--- config.mk ---
export PLATFORM = sky130hd
export DESIGN_NAME = stats_reporter
export DESIGN_NICKNAME = d
export VERILOG_FILES = /design/src/rtl/tama_pkg.sv /design/src/rtl/stats_reporter_bin2dec5.sv /design/src/rtl/stats_reporter.sv
export SDC_FILE = /design/constraint.sdc
export NUM_CORES = 1
export LEC_CHECK = 0
export CAP_MARGIN = 15
export CORE_MARGIN = 2
export CORE_UTILIZATION = 57
export CTS_CLUSTER_DIAMETER = 100
export DETAILED_ROUTE_END_ITERATION = 10
export PLACE_DENSITY = 0.8
export SLEW_MARGIN = 20
export SYNTH_ARGS = -nofsm -noshare
export SYNTH_HDL_FRONTEND = slang
export SYNTH_SLANG_ARGS = --single-unit
--- constraint.sdc ---
create_clock -name clk -period 4 [get_ports clk]
set_clock_uncertainty 0.1 [all_clocks]
set_input_delay 1.2 -clock clk [delete_from_list [all_inputs] [get_ports clk]]
set_output_delay 1.2 -clock clk [all_outputs]
set_load 0.05 [all_outputs]
--- src/rtl/tama_pkg.sv ---
// Shared definitions for the tamagotchi ASCII byte interface.
// STATS_REPORTER_CHECKSUM_EN lengthens the status frame to carry a hex XOR checksum.
package tama_pkg;

    // ASCII characters used in the status line
    localparam logic [7:0] ASC_H  = 8'h48;
    localparam logic [7:0] ASC_P  = 8'h50;
    localparam logic [7:0] ASC_D  = 8'h44;
    localparam logic [7:0] ASC_B  = 8'h42;
    localparam logic [7:0] ASC_E  = 8'h45;
    localparam logic [7:0] ASC_A  = 8'h41;
    localparam logic [7:0] ASC_Z  = 8'h5A;
    localparam logic [7:0] ASC_SP = 8'h20;
    localparam logic [7:0] ASC_CR = 8'h0D;
    localparam logic [7:0] ASC_LF = 8'h0A;
    localparam logic [7:0] ASC_0  = 8'h30;

`ifdef STATS_REPORTER_CHECKSUM_EN
    localparam int FRAME_LEN = 26;
`else
    localparam int FRAME_LEN = 23;
`endif

    typedef logic [4:0] stat_t;

    typedef enum logic {
        IDLE = 1'b0,
        SEND = 1'b1
    } rep_state_t;

    // One nibble as an uppercase hex ASCII character
    function automatic logic [7:0] hex_char(input logic [3:0] n);
        if (n < 4'd10) return ASC_0 + {4'h0, n};
        else           return 8'h37 + {4'h0, n};
    endfunction

endpackage

--- src/rtl/stats_reporter_bin2dec5.sv ---
// Combinational conversion of a 0..31 value into two zero-padded ASCII decimal digits.
module bin2dec5
    import tama_pkg::*;
(
    input  logic [4:0] value,
    output logic [7:0] tens,
    output logic [7:0] ones
);

    logic [1:0] tens_d;
    logic [4:0] base;
    logic [4:0] rem_d;

    // Pick the tens digit by range, then subtract its weight for the ones digit
    always_comb begin
        tens_d = 2'd0;
        base   = 5'd0;
        if (value >= 5'd30) begin
            tens_d = 2'd3;
            base   = 5'd30;
        end else if (value >= 5'd20) begin
            tens_d = 2'd2;
            base   = 5'd20;
        end else if (value >= 5'd10) begin
            tens_d = 2'd1;
            base   = 5'd10;
        end
        rem_d = value - base;
        tens  = ASC_0 + {6'd0, tens_d};
        ones  = ASC_0 + {3'd0, rem_d};
    end

endmodule

--- src/rtl/stats_reporter.sv ---
// Status line generator: snapshots the pet stats and streams an ASCII report
// "Hdd Pdd Ddd Bdd Edd S\r\n" to the UART transmitter.
// Build option STATS_REPORTER_CHECKSUM_EN adds " XX" (XOR of bytes 0..20 in hex) before CR.
//
// Handshake: tx_data/tx_valid are held stable while tx_valid is high and tx_ready is low;
// a byte moves only in a cycle where both tx_valid and tx_ready are high. tx_ready is
// ignored while tx_valid is low.
module stats_reporter
    import tama_pkg::*;
#(
    parameter int         REPORT_EVERY = 2,
    parameter logic [7:0] SLEEP_CHAR   = 8'h5A
) (
    input  logic       clk,
    input  logic       reset,
    input  logic       second,
    input  logic       req,
    input  logic [4:0] hunger,
    input  logic [4:0] happiness,
    input  logic [4:0] health,
    input  logic [4:0] hygiene,
    input  logic [4:0] energy,
    input  logic       is_sleeping,
    output logic [7:0] tx_data,
    output logic       tx_valid,
    input  logic       tx_ready,
    output logic       busy
);

    localparam logic [15:0] REPORT_LIM = 16'(REPORT_EVERY);
    localparam logic [4:0]  LAST_IDX   = 5'(FRAME_LEN - 1);

    rep_state_t  state, state_next;
    logic        second_q;
    logic [15:0] tick_cnt;
    logic [4:0]  idx;
    logic        pending;
    stat_t       snap_hunger, snap_happiness, snap_health, snap_hygiene, snap_energy;
    logic        snap_sleep;

    logic        tick, auto_trig, trigger, start, xfer;
    logic [7:0]  frame_byte, sleep_byte;
    logic [7:0]  hu_t, hu_o, ha_t, ha_o, he_t, he_o, hy_t, hy_o, en_t, en_o;

    assign tick      = (second != second_q);
    assign auto_trig = (REPORT_LIM != 16'd0) && tick && (tick_cnt == REPORT_LIM - 16'd1);
    assign trigger   = auto_trig || req;

    // Edge detector on the animation toggle and the periodic tick counter
    always_ff @(posedge clk or posedge reset) begin
        if (reset) begin
            second_q <= 1'b0;
            tick_cnt <= 16'd0;
        end else begin
            second_q <= second;
            if (REPORT_LIM != 16'd0 && tick) begin
                if (tick_cnt == REPORT_LIM - 16'd1) tick_cnt <= 16'd0;
                else                                tick_cnt <= tick_cnt + 16'd1;
            end
        end
    end

    // Report state register
    always_ff @(posedge clk or posedge reset) begin
        if (reset) state <= IDLE;
        else       state <= state_next;
    end

    // Next state, handshake outputs and datapath strobes
    always_comb begin
        state_next = state;
        tx_valid   = 1'b0;
        tx_data    = 8'h00;
        busy       = 1'b0;
        start      = 1'b0;
        xfer       = 1'b0;
        case (state)
            IDLE: begin
                if (trigger || pending) begin
                    start      = 1'b1;
                    state_next = SEND;
                end
            end
            SEND: begin
                tx_valid = 1'b1;
                tx_data  = frame_byte;
                busy     = 1'b1;
                if (tx_ready) begin
                    xfer = 1'b1;
                    if (idx == LAST_IDX) state_next = IDLE;
                end
            end
            default: state_next = IDLE;
        endcase
    end

    // Snapshot capture, byte index and the one-deep pending request
    always_ff @(posedge clk or posedge reset) begin
        if (reset) begin
            idx            <= 5'd0;
            pending        <= 1'b0;
            snap_hunger    <= '0;
            snap_happiness <= '0;
            snap_health    <= '0;
            snap_hygiene   <= '0;
            snap_energy    <= '0;
            snap_sleep     <= 1'b0;
        end else begin
            if (start) begin
                idx            <= 5'd0;
                snap_hunger    <= hunger;
                snap_happiness <= happiness;
                snap_health    <= health;
                snap_hygiene   <= hygiene;
                snap_energy    <= energy;
                snap_sleep     <= is_sleeping;
            end else if (xfer) begin
                idx <= (idx == LAST_IDX) ? 5'd0 : idx + 5'd1;
            end
            // A trigger that starts a report also consumes any pending one
            if (start)                         pending <= 1'b0;
            else if (state == SEND && trigger) pending <= 1'b1;
        end
    end

    bin2dec5 u_dec_hunger    (.value(snap_hunger),    .tens(hu_t), .ones(hu_o));
    bin2dec5 u_dec_happiness (.value(snap_happiness), .tens(ha_t), .ones(ha_o));
    bin2dec5 u_dec_health    (.value(snap_health),    .tens(he_t), .ones(he_o));
    bin2dec5 u_dec_hygiene   (.value(snap_hygiene),   .tens(hy_t), .ones(hy_o));
    bin2dec5 u_dec_energy    (.value(snap_energy),    .tens(en_t), .ones(en_o));

    assign sleep_byte = snap_sleep ? SLEEP_CHAR : ASC_A;

`ifdef STATS_REPORTER_CHECKSUM_EN
    logic [7:0] csum;

    // XOR of every byte from 'H' through the state character
    always_comb begin
        csum = ASC_H ^ hu_t ^ hu_o ^ ASC_SP
             ^ ASC_P ^ ha_t ^ ha_o ^ ASC_SP
             ^ ASC_D ^ he_t ^ he_o ^ ASC_SP
             ^ ASC_B ^ hy_t ^ hy_o ^ ASC_SP
             ^ ASC_E ^ en_t ^ en_o ^ ASC_SP
             ^ sleep_byte;
    end
`endif

    // Frame byte selected by the current index
    always_comb begin
        frame_byte = 8'h00;
        case (idx)
            5'd0:  frame_byte = ASC_H;
            5'd1:  frame_byte = hu_t;
            5'd2:  frame_byte = hu_o;
            5'd3:  frame_byte = ASC_SP;
            5'd4:  frame_byte = ASC_P;
            5'd5:  frame_byte = ha_t;
            5'd6:  frame_byte = ha_o;
            5'd7:  frame_byte = ASC_SP;
            5'd8:  frame_byte = ASC_D;
            5'd9:  frame_byte = he_t;
            5'd10: frame_byte = he_o;
            5'd11: frame_byte = ASC_SP;
            5'd12: frame_byte = ASC_B;
            5'd13: frame_byte = hy_t;
            5'd14: frame_byte = hy_o;
            5'd15: frame_byte = ASC_SP;
            5'd16: frame_byte = ASC_E;
            5'd17: frame_byte = en_t;
            5'd18: frame_byte = en_o;
            5'd19: frame_byte = ASC_SP;
            5'd20: frame_byte = sleep_byte;
`ifdef STATS_REPORTER_CHECKSUM_EN
            5'd21: frame_byte = ASC_SP;
            5'd22: frame_byte = hex_char(csum[7:4]);
            5'd23: frame_byte = hex_char(csum[3:0]);
            5'd24: frame_byte = ASC_CR;
            5'd25: frame_byte = ASC_LF;
`else
            5'd21: frame_byte = ASC_CR;
            5'd22: frame_byte = ASC_LF;
`endif
            default: frame_byte = 8'h00;
        endcase
    end

endmodule

* Word-level counts from Yosys, hierarchy flattened
Cells that the tools add are included.
Storage, ports and cells: flip-flop bits (word level) 50, latch bits 0, memory bits (writable) 0, ROM bits 0, bits of input ports 31, output and inout port bits 10, memories kept 0
Cells by class: add/sub/neg operators 17, $mul 0, divide/modulo/power cells 0, order comparisons 15, equality and inequality tests 24, shift-type cells 0, multiplexer cells 47, bitwise operators 1, reduce and logical (&&, ||, !) cells 8
Operator list (number):
- one-hot mux 8 bit (19 select lines) | 1
- 2-to-1 mux 5 bit | 14
- greater-or-equal comparator 5 bit (second input constant) | 10
- == test 5 x 4 -> 1 bit (second input constant) | 8
- adder 6 x 2 -> 7 bit (first input constant) | 5
- adder 6 x 5 -> 7 bit (first input constant) | 5
- == test 5 bit (second input constant) | 7
- greater-or-equal comparator 5 x 4 -> 1 bit (second input constant) | 5
- subtractor 5 bit | 5
- == test 5 x 3 -> 1 bit (second input constant) | 4
- 2-to-1 mux 2 bit | 10
- 2-to-1 mux 4 bit | 5
- adder 16 x 1 -> 16 bit (second input constant) | 1
- == test 16 x 1 -> 1 bit (second input constant) | 1
- 2-to-1 mux 16 bit | 1
- 2-to-1 mux 1 bit | 14
- == test 5 x 2 -> 1 bit (second input constant) | 2
- 2-to-1 mux 8 bit | 1
- adder 5 x 1 -> 5 bit (second input constant) | 1
- == test 5 x 1 -> 1 bit (second input constant) | 1
- zero test 5 bit | 1
- OR reduction 5 bit | 1
- nonzero test 2 bit | 2
- logical AND 1 bit | 2
- 4 further kinds | 5

* Longest topological paths before layout
Gate-level depths: netlist of run 1.
depth after elaboration 8, depth in mapped cells 10, depth with buffers taken out 10

* Cells and area by module
A second synthesis of run 1 with hierarchy kept.
Unflattened totals: cell total of the unflattened synthesis 571, area, all modules 4813.4 µm²
By module, submodules not included:
- stats_reporter | times used 1, cells an instance 411, area an instance 3613.5 µm², sequential area each 1251.2 µm²
- bin2dec5 (u_dec_health ...) | times used 3, cells an instance 32, area an instance 239.0 µm², sequential area each 0.0 µm²
- bin2dec5 (u_dec_energy ...) | times used 2, cells an instance 32, area an instance 241.5 µm², sequential area each 0.0 µm²

* Worst setup path before layout of run 1
OpenSTA, ideal clock, no wires.
kind register to output, start point register snap_happiness[2], end point output port tx_data[6], arrival 3.243 ns, data required time 2.700 ns, setup slack -0.543 ns, cell stages (with the launch flop) 10, cells stage by stage dfrtp_1 > o21ba_2 > a211oi_1 > inv_1 > ha_1 > nand3b_1 > a2111oi_0 > a311oi_1 > and2_1 > a221oi_1
Between the ends: longest elaborated chain between the ends 8
RTL lines:
- start, declared | line stats_reporter.sv:38 | stat_t snap_hunger, snap_happiness, snap_health, snap_hygiene, snap_energy;
- start signal, assigned | line stats_reporter.sv:112 | snap_happiness <= happiness;
- greater-or-equal comparator 5 x 4 -> 1 bit | line stats_reporter_bin2dec5.sv:24 | end else if (value >= 5'd10) begin
- 2-to-1 mux 4 bit | line stats_reporter_bin2dec5.sv:24
- 2-to-1 mux 5 bit | line stats_reporter_bin2dec5.sv:21 | end else if (value >= 5'd20) begin
- 2-to-1 mux 5 bit | line stats_reporter_bin2dec5.sv:18 | if (value >= 5'd30) begin
- subtractor 5 bit | line stats_reporter_bin2dec5.sv:28 | rem_d = value - base;
- adder 6 x 5 -> 7 bit | line stats_reporter_bin2dec5.sv:30 | ones = ASC_0 + {3'd0, rem_d};
- one-hot mux 8 bit (19 select lines) (*) | line stats_reporter.sv:151 | case (idx)
- 2-to-1 mux 8 bit (*) | line stats_reporter.sv:77 | case (state)
- end, declared | line stats_reporter.sv:24 | output logic [7:0] tx_data,
Every way passes the cells marked *; elsewhere a longest branch is shown, timed or not.

* Worst setup path in the final report of run 1
start point register snap_hunger[2], end point output port tx_data[2]
Between the ends: longest elaborated chain between the ends 8
RTL lines:
- start, declared | line stats_reporter.sv:38
- start signal, assigned | line stats_reporter.sv:111 | snap_hunger <= hunger;
- greater-or-equal comparator 5 x 4 -> 1 bit | line stats_reporter_bin2dec5.sv:24
- 2-to-1 mux 4 bit | line stats_reporter_bin2dec5.sv:24
- 2-to-1 mux 5 bit | line stats_reporter_bin2dec5.sv:21
- 2-to-1 mux 5 bit | line stats_reporter_bin2dec5.sv:18
- subtractor 5 bit | line stats_reporter_bin2dec5.sv:28
- adder 6 x 5 -> 7 bit | line stats_reporter_bin2dec5.sv:30
- one-hot mux 8 bit (19 select lines) (*) | line stats_reporter.sv:151
- 2-to-1 mux 8 bit (*) | line stats_reporter.sv:77
Marked as above.

==> run_results.csv, run 1 <==
group,metric,value,unit
setup_path,startpoint_type,"flop",
placed_design,hpwlAfterDp,6080,um
status,violations,"setup timing",
clock_network,cts_tree,"done",
pwr,powerDensity,679,nW/um^2
run,maxCapViolCount,0,
sta,final-hold-violation-count,0,
pwr,power.share.sequential,23.7,%
synth,ys_seq_elements,50,
placed_design,dpl_cell_area,4260,sq um
pwr,p_sw,0.00145,W
sta,timing.final.crit_share,104,%
synth,syn-instance-count,366,
clock_network,cts.sinks,50,
sta,max_freq,241,MHz
clock_network,htree_levels,2,
clock_network,cts_buffers,5,
synth,synth_edf_count,0,
clock_network,clk_pin_slew,0.11,ns
setup_path,ff2ff_setup_slack,1.47,ns
layout,final_cell_area,4650,sq um
routing,firstDrtPassIters,5,
global_route,track_usage,25.6,%
placed_design,io_buffers,39,
synth,synth_flop_cell,"dfrtp_1",
sta,layout_min_cycle_time,4.16,ns
setup_path,r2r_cells,8,
die,die_w,84.2,um
die,coreArea,6280,sq um
setup_path,r2r_end,"snap_hunger[3]$_DFFE_PP0P_",
synth,synth.avg_cell_area,10.0,sq um
sta,rsz0062_at_grt,"yes",
hold_path,hold_path_depth,1,
global_route,use_met2,42.8,%
layout,antenna_cells,0,
die,rows,29,
hold_path,worstHoldStart,"tick_cnt[15]$_DFFE_PP0P_",
global_route,grt_pass1_vias,3103,
sta,drv_slew,0,
synth,synth_area,3660,sq um
die,die_area,7090,sq um
global_route,grt.overflow.total,0,
setup_path,setup.worst_path.end_class,"output pin",
global_route,grt.met1_usage,33.9,%
routing,route.vias.total,3098,
routing,vias_per_cell,6.17,
layout,fin_util,74.1,%
pwr,combPwrFrac,66.0,%
global_route,grt_max_degree,51,
layout,mostFrequentLayoutCells,"47 x dfrtp_1, 32 x inv_1, 32 x clkdlybuf4s50_1",
sta,worst_slew_pin_slew,0.860,ns
status,outcome,"complete, but fails checks",
synth,ys_types,69,
layout,fin_nets,482,
pwr,p_leak,2.05,nW
clock_network,root_buffer,"clkbuf_8",
global_route,grt_pass1_wl,14700,um
hold_path,worstHoldEndpoint,"tick_cnt[15]$_DFFE_PP0P_",
setup_path,critPathTopFamily,"compound AO/OA/AOI/OAI gates",
placed_design,gp_congestion,0.957,
layout,final_cells,502,
global_route,grt-busiest-layer,"met2",
setup_path,crit_required,2.70,ns
routing,post-route-drc-count,0,
hold_path,min_path_type,"reg -> reg",
die,die_h,84.2,um
sta,setup_viol,5,
clock_network,cts_buffer_depth,2,
setup_path,criticalPathCategory,"reg -> out",
die,io_pins,41,
routing,antenna_left,0,
setup_path,cp_cell_sequence,"o21ba_4, a211oi_4, inv_1, ha_4, fa_2, nor2_2, a22oi_1, o221ai_1, nor2_1, nor3_2, buf_12",
synth,async_flop_share,100,%
pwr,vdd_drop_max,0.000611,V
setup_path,max_stage_delay,0.44,ns
pwr,netSwitchingFraction,45.7,%
clock_network,clkLatencyLatePin,0.32,ns
routing,wl_per_cell,17.5,um
sta,finalWorstSetupSlack,-0.155,ns
placed_design,placed_cells,484,
layout,area_delta_synth_final,27.0,%
routing,drtIter0Drc,363,
synth,yosys_warnings,0,
synth,seq_area_frac_synth,34.1,%
sta,slew_headroom,42.6,%
setup_path,critPathBufInv,2,
layout,final_layout_size_suffix_gt1_share,27.3,%
synth,syn_nets,424,
global_route,use_met3,4.33,%
pwr,p_clk_share,10.3,%
pwr,internal-power,0.00171,W
die,start_util,58.4,%
layout,final_common_cell,"dfrtp_1",
routing,drt_wl_total,8800,um
global_route,antenna_found_initial,0,
setup_path,worstPathArrival,2.86,ns
setup_path,slowest_stage,"fa_2",
setup_path,path_max_fanout,3,
setup_path,r2r_start,"tick_cnt[1]$_DFFE_PP0P_",
-- power by group through the flow --
stage          clock (W)  sequential [W]  combinational (W)
2_1_floorplan          0        0.000702            0.00121
3_3_place_gp           0        0.000740            0.00176
3_5_place_dp           0        0.000747            0.00180
4_1_cts         0.000330        0.000742            0.00199
5_1_grt         0.000348        0.000767            0.00222
6_report        0.000326        0.000749            0.00208
-- area by class of cell --
cell class                      count  area (sq um)
Multi-Input combinational cell    266          2410
Sequential cell                    50          1250
Timing Repair Buffer               67           662
Tap cell                           77          96.3
Inverter                           34           129
Clock inverter                      3          28.8
Fill cell                         402          1620
Clock buffer                        5          68.8
-- worst max path at each step --
stage	start	endpoint	slack [ns]	cells after the start
6_report	snap_hunger[2]$_DFFE_PP0P_	tx_data[2]	-0.16	11
4_1_cts	snap_hunger[2]$_DFFE_PP0P_	tx_data[4]	-0.09	10
5_1_grt	snap_energy[2]$_DFFE_PP0P_	tx_data[3]	-0.27	11
2_1_floorplan	snap_happiness[2]$_DFFE_PP0P_	tx_data[6]	-0.06	9
3_5_place_dp	snap_hunger[1]$_DFFE_PP0P_	tx_data[4]	-0.07	10
3_3_place_gp	snap_happiness[2]$_DFFE_PP0P_	tx_data[6]	0.07	10
-- per-stage QoR --
step	total power [W]	hold WS (ns)	TNS [ns]	worst slack, ns
floorplan	0.00192	0.342	-0.0649	-0.0649
global placement	0.00250	0.364	0	0.0673
detailed placement	0.00254	0.369	-0.140	-0.0741
CTS	0.00306	0.386	-0.422	-0.0944
global route	0.00333	0.397	-1.19	-0.273
finish	0.00316	0.383	-0.697	-0.155
-- metal layers --
metal / vias up / wire length (um)
met5: - / 0
li1: 1421 / -
met1: 1488 / 3570
met4: 0 / 258
met2: 152 / 4410
met3: 37 / 557
-- registers in the layout (all words and copies together) (netlist names) --
signal	count
tick_cnt	16
idx	5
snap_energy	5
snap_happiness	5
snap_health	5
snap_hunger	5
snap_hygiene	5
pending	1
second_q	1
snap_sleep	1
state	1
-- kinds of logic (layout without fill, tap and decap cells) --
kind of cell,Yosys count,after routing,share of synthesized area (%)
AO/OA/AOI/OAI,76,76,15.1
XOR/XNOR,21,21,5.22
adder cells (fa/ha/maj),28,28,10.5
buffers and inverters,50,109,6.42
flip-flops,50,50,34.1
multiplexers,34,34,12.9
other,1,1,0.102
AND/OR/NAND/NOR,106,106,15.5
-- Yosys cell counts (3+ instances only) --
library cell	n	area share, %
nor3b_1	5	1.0
fa_1	5	2.7
o21ai_0	17	2.3
nor2b_1	5	0.85
inv_1	33	3.4
o31ai_1	3	0.61
nand3b_1	6	1.2
and3_1	7	1.2
nand3_1	14	1.9
mux2_4	20	8.2
mux2i_1	5	1.4
dfrtp_1	50	34
a211oi_1	5	1.0
buf_4	4	0.82
clkbuf_1	7	0.72
mux2_1	6	1.8
xnor2_1	14	3.3
xor2_1	6	1.4
nand4_1	6	1.0
o21a_1	4	0.82
a21o_1	5	1.0
a21oi_1	11	1.5
ha_1	22	7.5
nor2_1	17	1.7
o21ba_2	3	0.82
a221oi_1	3	0.72
nor3_1	10	1.4
nand2_1	23	2.4
-- repair_timing --
action | CTS | global route
resized for setup | 36 | 12
endpoints found under the setup margin | 6 | 6
pin swaps | 16 | 6
buffers inserted | 7 | 3
hold buffers | 0 | 0
No activity file was read; power rests on OpenSTA's default activity.
==> run 2: changes to the inputs <==
--- a/config.mk
+++ b/config.mk
@@ -15,3 +15,4 @@
 export SYNTH_ARGS = -nofsm -noshare
 export SYNTH_HDL_FRONTEND = slang
 export SYNTH_SLANG_ARGS = --single-unit
+export TNS_END_PERCENT = 20
==> run_results.csv, run 2 (synthesis results as in run 1) <==
group,metric,value,unit
global_route,grt_max_degree,51,
status,outcome,"complete, but fails checks",
sta,whs,0.390,ns
global_route,track_usage,24.5,%
setup_path,critPathTopFamily,"compound AO/OA/AOI/OAI gates",
routing,route.vias.total,3082,
die,coreArea,6280,sq um
global_route,grt_pass1_wl,14100,um
pwr,power.share.sequential,24.1,%
sta,layout_min_cycle_time,4.23,ns
setup_path,worstPathArrival,2.93,ns
clock_network,clkLatencyLatePin,0.32,ns
setup_path,path_depth,11,
setup_path,crit_top_cell,"nor2_1",
layout,area_delta_synth_final,26.3,%
pwr,power.total,0.00315,W
routing,post-route-drc-count,0,
status,violations,"setup timing",
sta,timing.final.crit_share,106,%
global_route,grt.overflow.total,0,
setup_path,critPathBufInv,2,
pwr,combPwrFrac,65.4,%
placed_design,io_buffers,39,
clock_network,cts.sinks,50,
pwr,p_leak,2.05,nW
sta,final-hold-violation-count,0,
pwr,netSwitchingFraction,45.9,%
setup_path,criticalPathCategory,"reg -> out",
layout,final_common_cell,"dfrtp_1",
pwr,powerDensity,680,nW/um^2
routing,wl_per_cell,17.2,um
hold_path,hold_path_depth,1,
hold_path,worstHoldStart,"tick_cnt[15]$_DFFE_PP0P_",
layout,mostFrequentLayoutCells,"48 x dfrtp_1, 32 x inv_1, 32 x clkdlybuf4s50_1",
hold_path,min_path_type,"reg -> reg",
clock_network,cts_buffers,5,
placed_design,hpwlAfterDp,6020,um
setup_path,setup.worst_path.end_class,"output pin",
pwr,internal-power,0.00170,W
routing,firstDrtPassIters,7,
clock_network,ctsHoldBuffers,0,
die,die_area,7090,sq um
setup_path,slowest_stage,"dfrtp_1",
routing,vias_per_cell,6.16,
setup_path,crit_required,2.70,ns
sta,rsz0062_at_grt,"yes",
die,rows,29,
run,maxCapViolCount,0,
clock_network,htree_levels,2,
layout,largest-register,"tick_cnt",
pwr,vdd_drop_max,0.000623,V
setup_path,r2r_start,"tick_cnt[1]$_DFFE_PP0P_",
pwr,p_clk_share,10.4,%
sta,drv_slew,0,
setup_path,startpoint_type,"flop",
routing,antenna_left,0,
routing,drt_wl_total,8600,um
sta,max_freq,236,MHz
global_route,grt_pass1_vias,3015,
pwr,p_sw,0.00145,W
clock_network,root_buffer,"clkbuf_8",
die,io_pins,41,
setup_path,path_max_fanout,3,
layout,final_layout_size_suffix_gt1_share,25.3,%
setup_path,r2r_cells,8,
layout,antenna_cells,0,
routing,drtIter0Drc,377,
die,die_w,84.2,um
setup_path,cp-startpoint,"snap_hunger[2]$_DFFE_PP0P_",
die,start_util,58.4,%
setup_path,max_stage_delay,0.43,ns
sta,setup_viol,6,
setup_path,cp_cell_sequence,"o21ba_4, a211oi_4, inv_1, ha_2, fa_2, nor2_1, a22oi_1, o221ai_1, nor2_1, nor3_2, buf_12",
clock_network,cts_buffer_depth,2,
placed_design,gp_congestion,0.919,
setup_path,ff2ff_setup_slack,1.48,ns
layout,fin_nets,480,
sta,slew_headroom,42.5,%
sta,finalWorstSetupSlack,-0.230,ns
global_route,antenna_found_initial,0,
sta,worst_slew_pin_slew,0.861,ns
die,die_h,84.2,um
clock_network,cts_tree,"done",
clock_network,clk_pin_slew,0.11,ns
layout,largest_register_ff_count,16,
[run 2: changes by cell type in the layout (fill, tap and decap cells not counted), sizes merged]
cell / change
buf: -2
inv: -1
clkinv: +1
[run 2: timing repair]
action	in CTS	in global routing
setup endpoints to repair	6	6
pin swaps	16	13
gates resized for setup	23	18
setup buffers	5	2
gates cloned	0	0
[run 2: metal layers]
layer / up-vias / share of wire (%) / global-route usage (%)
li1: 1417 / - / -
met1: 1478 / 40 / 31.5
met2: 155 / 51 / 43.4
met3: 32 / 6.8 / 3.64
met4: 0 / 2.5 / 6.16
met5: - / 0 / 0
[run 2: stage by stage]
step	utilization (%)	cells	cell area (sq um)	setup WS, ns	TNS, ns
after global routing	73.7	500	4630	-0.313	-1.60
final	73.7	500	4630	-0.230	-1.13
after CTS	71.9	498	4520	-0.151	-0.685
after detailed placement	67.9	486	4260	-0.0413	-0.0680
after global placement	67.9	486	4260	0.0537	0
after floorplan	-	366	3680	-0.106	-0.212
[run 2: area by class of cell]
class	count	area [sq um]
Clock buffer	5	68.8
Clock inverter	3	28.8
Fill cell	442	1650
Inverter	34	129
Multi-Input combinational cell	266	2410
Sequential cell	50	1250
Tap cell	77	96.3
Timing Repair Buffer	65	643
[run 2: final timing paths]
path / end
hold / removal: tick_cnt[15]$_DFFE_PP0P_
setup / recovery: tx_data[2]
setup reg to reg: snap_hunger[2]$_DFFE_PP0P_
min in group asynchronous: snap_energy[2]$_DFFE_PP0P_
hold reg to reg: tick_cnt[15]$_DFFE_PP0P_
max in group asynchronous: snap_happiness[2]$_DFFE_PP0P_
[run 2: power groups by stage]
stage / Sequential [W] / Combinational, W / Clock (W)
floorplan: 0.000702 / 0.00120 / 0
global placement: 0.000751 / 0.00174 / 0
detailed placement: 0.000759 / 0.00177 / 0
CTS: 0.000751 / 0.00191 / 0.000332
global route: 0.000775 / 0.00218 / 0.000352
finish: 0.000760 / 0.00206 / 0.000328
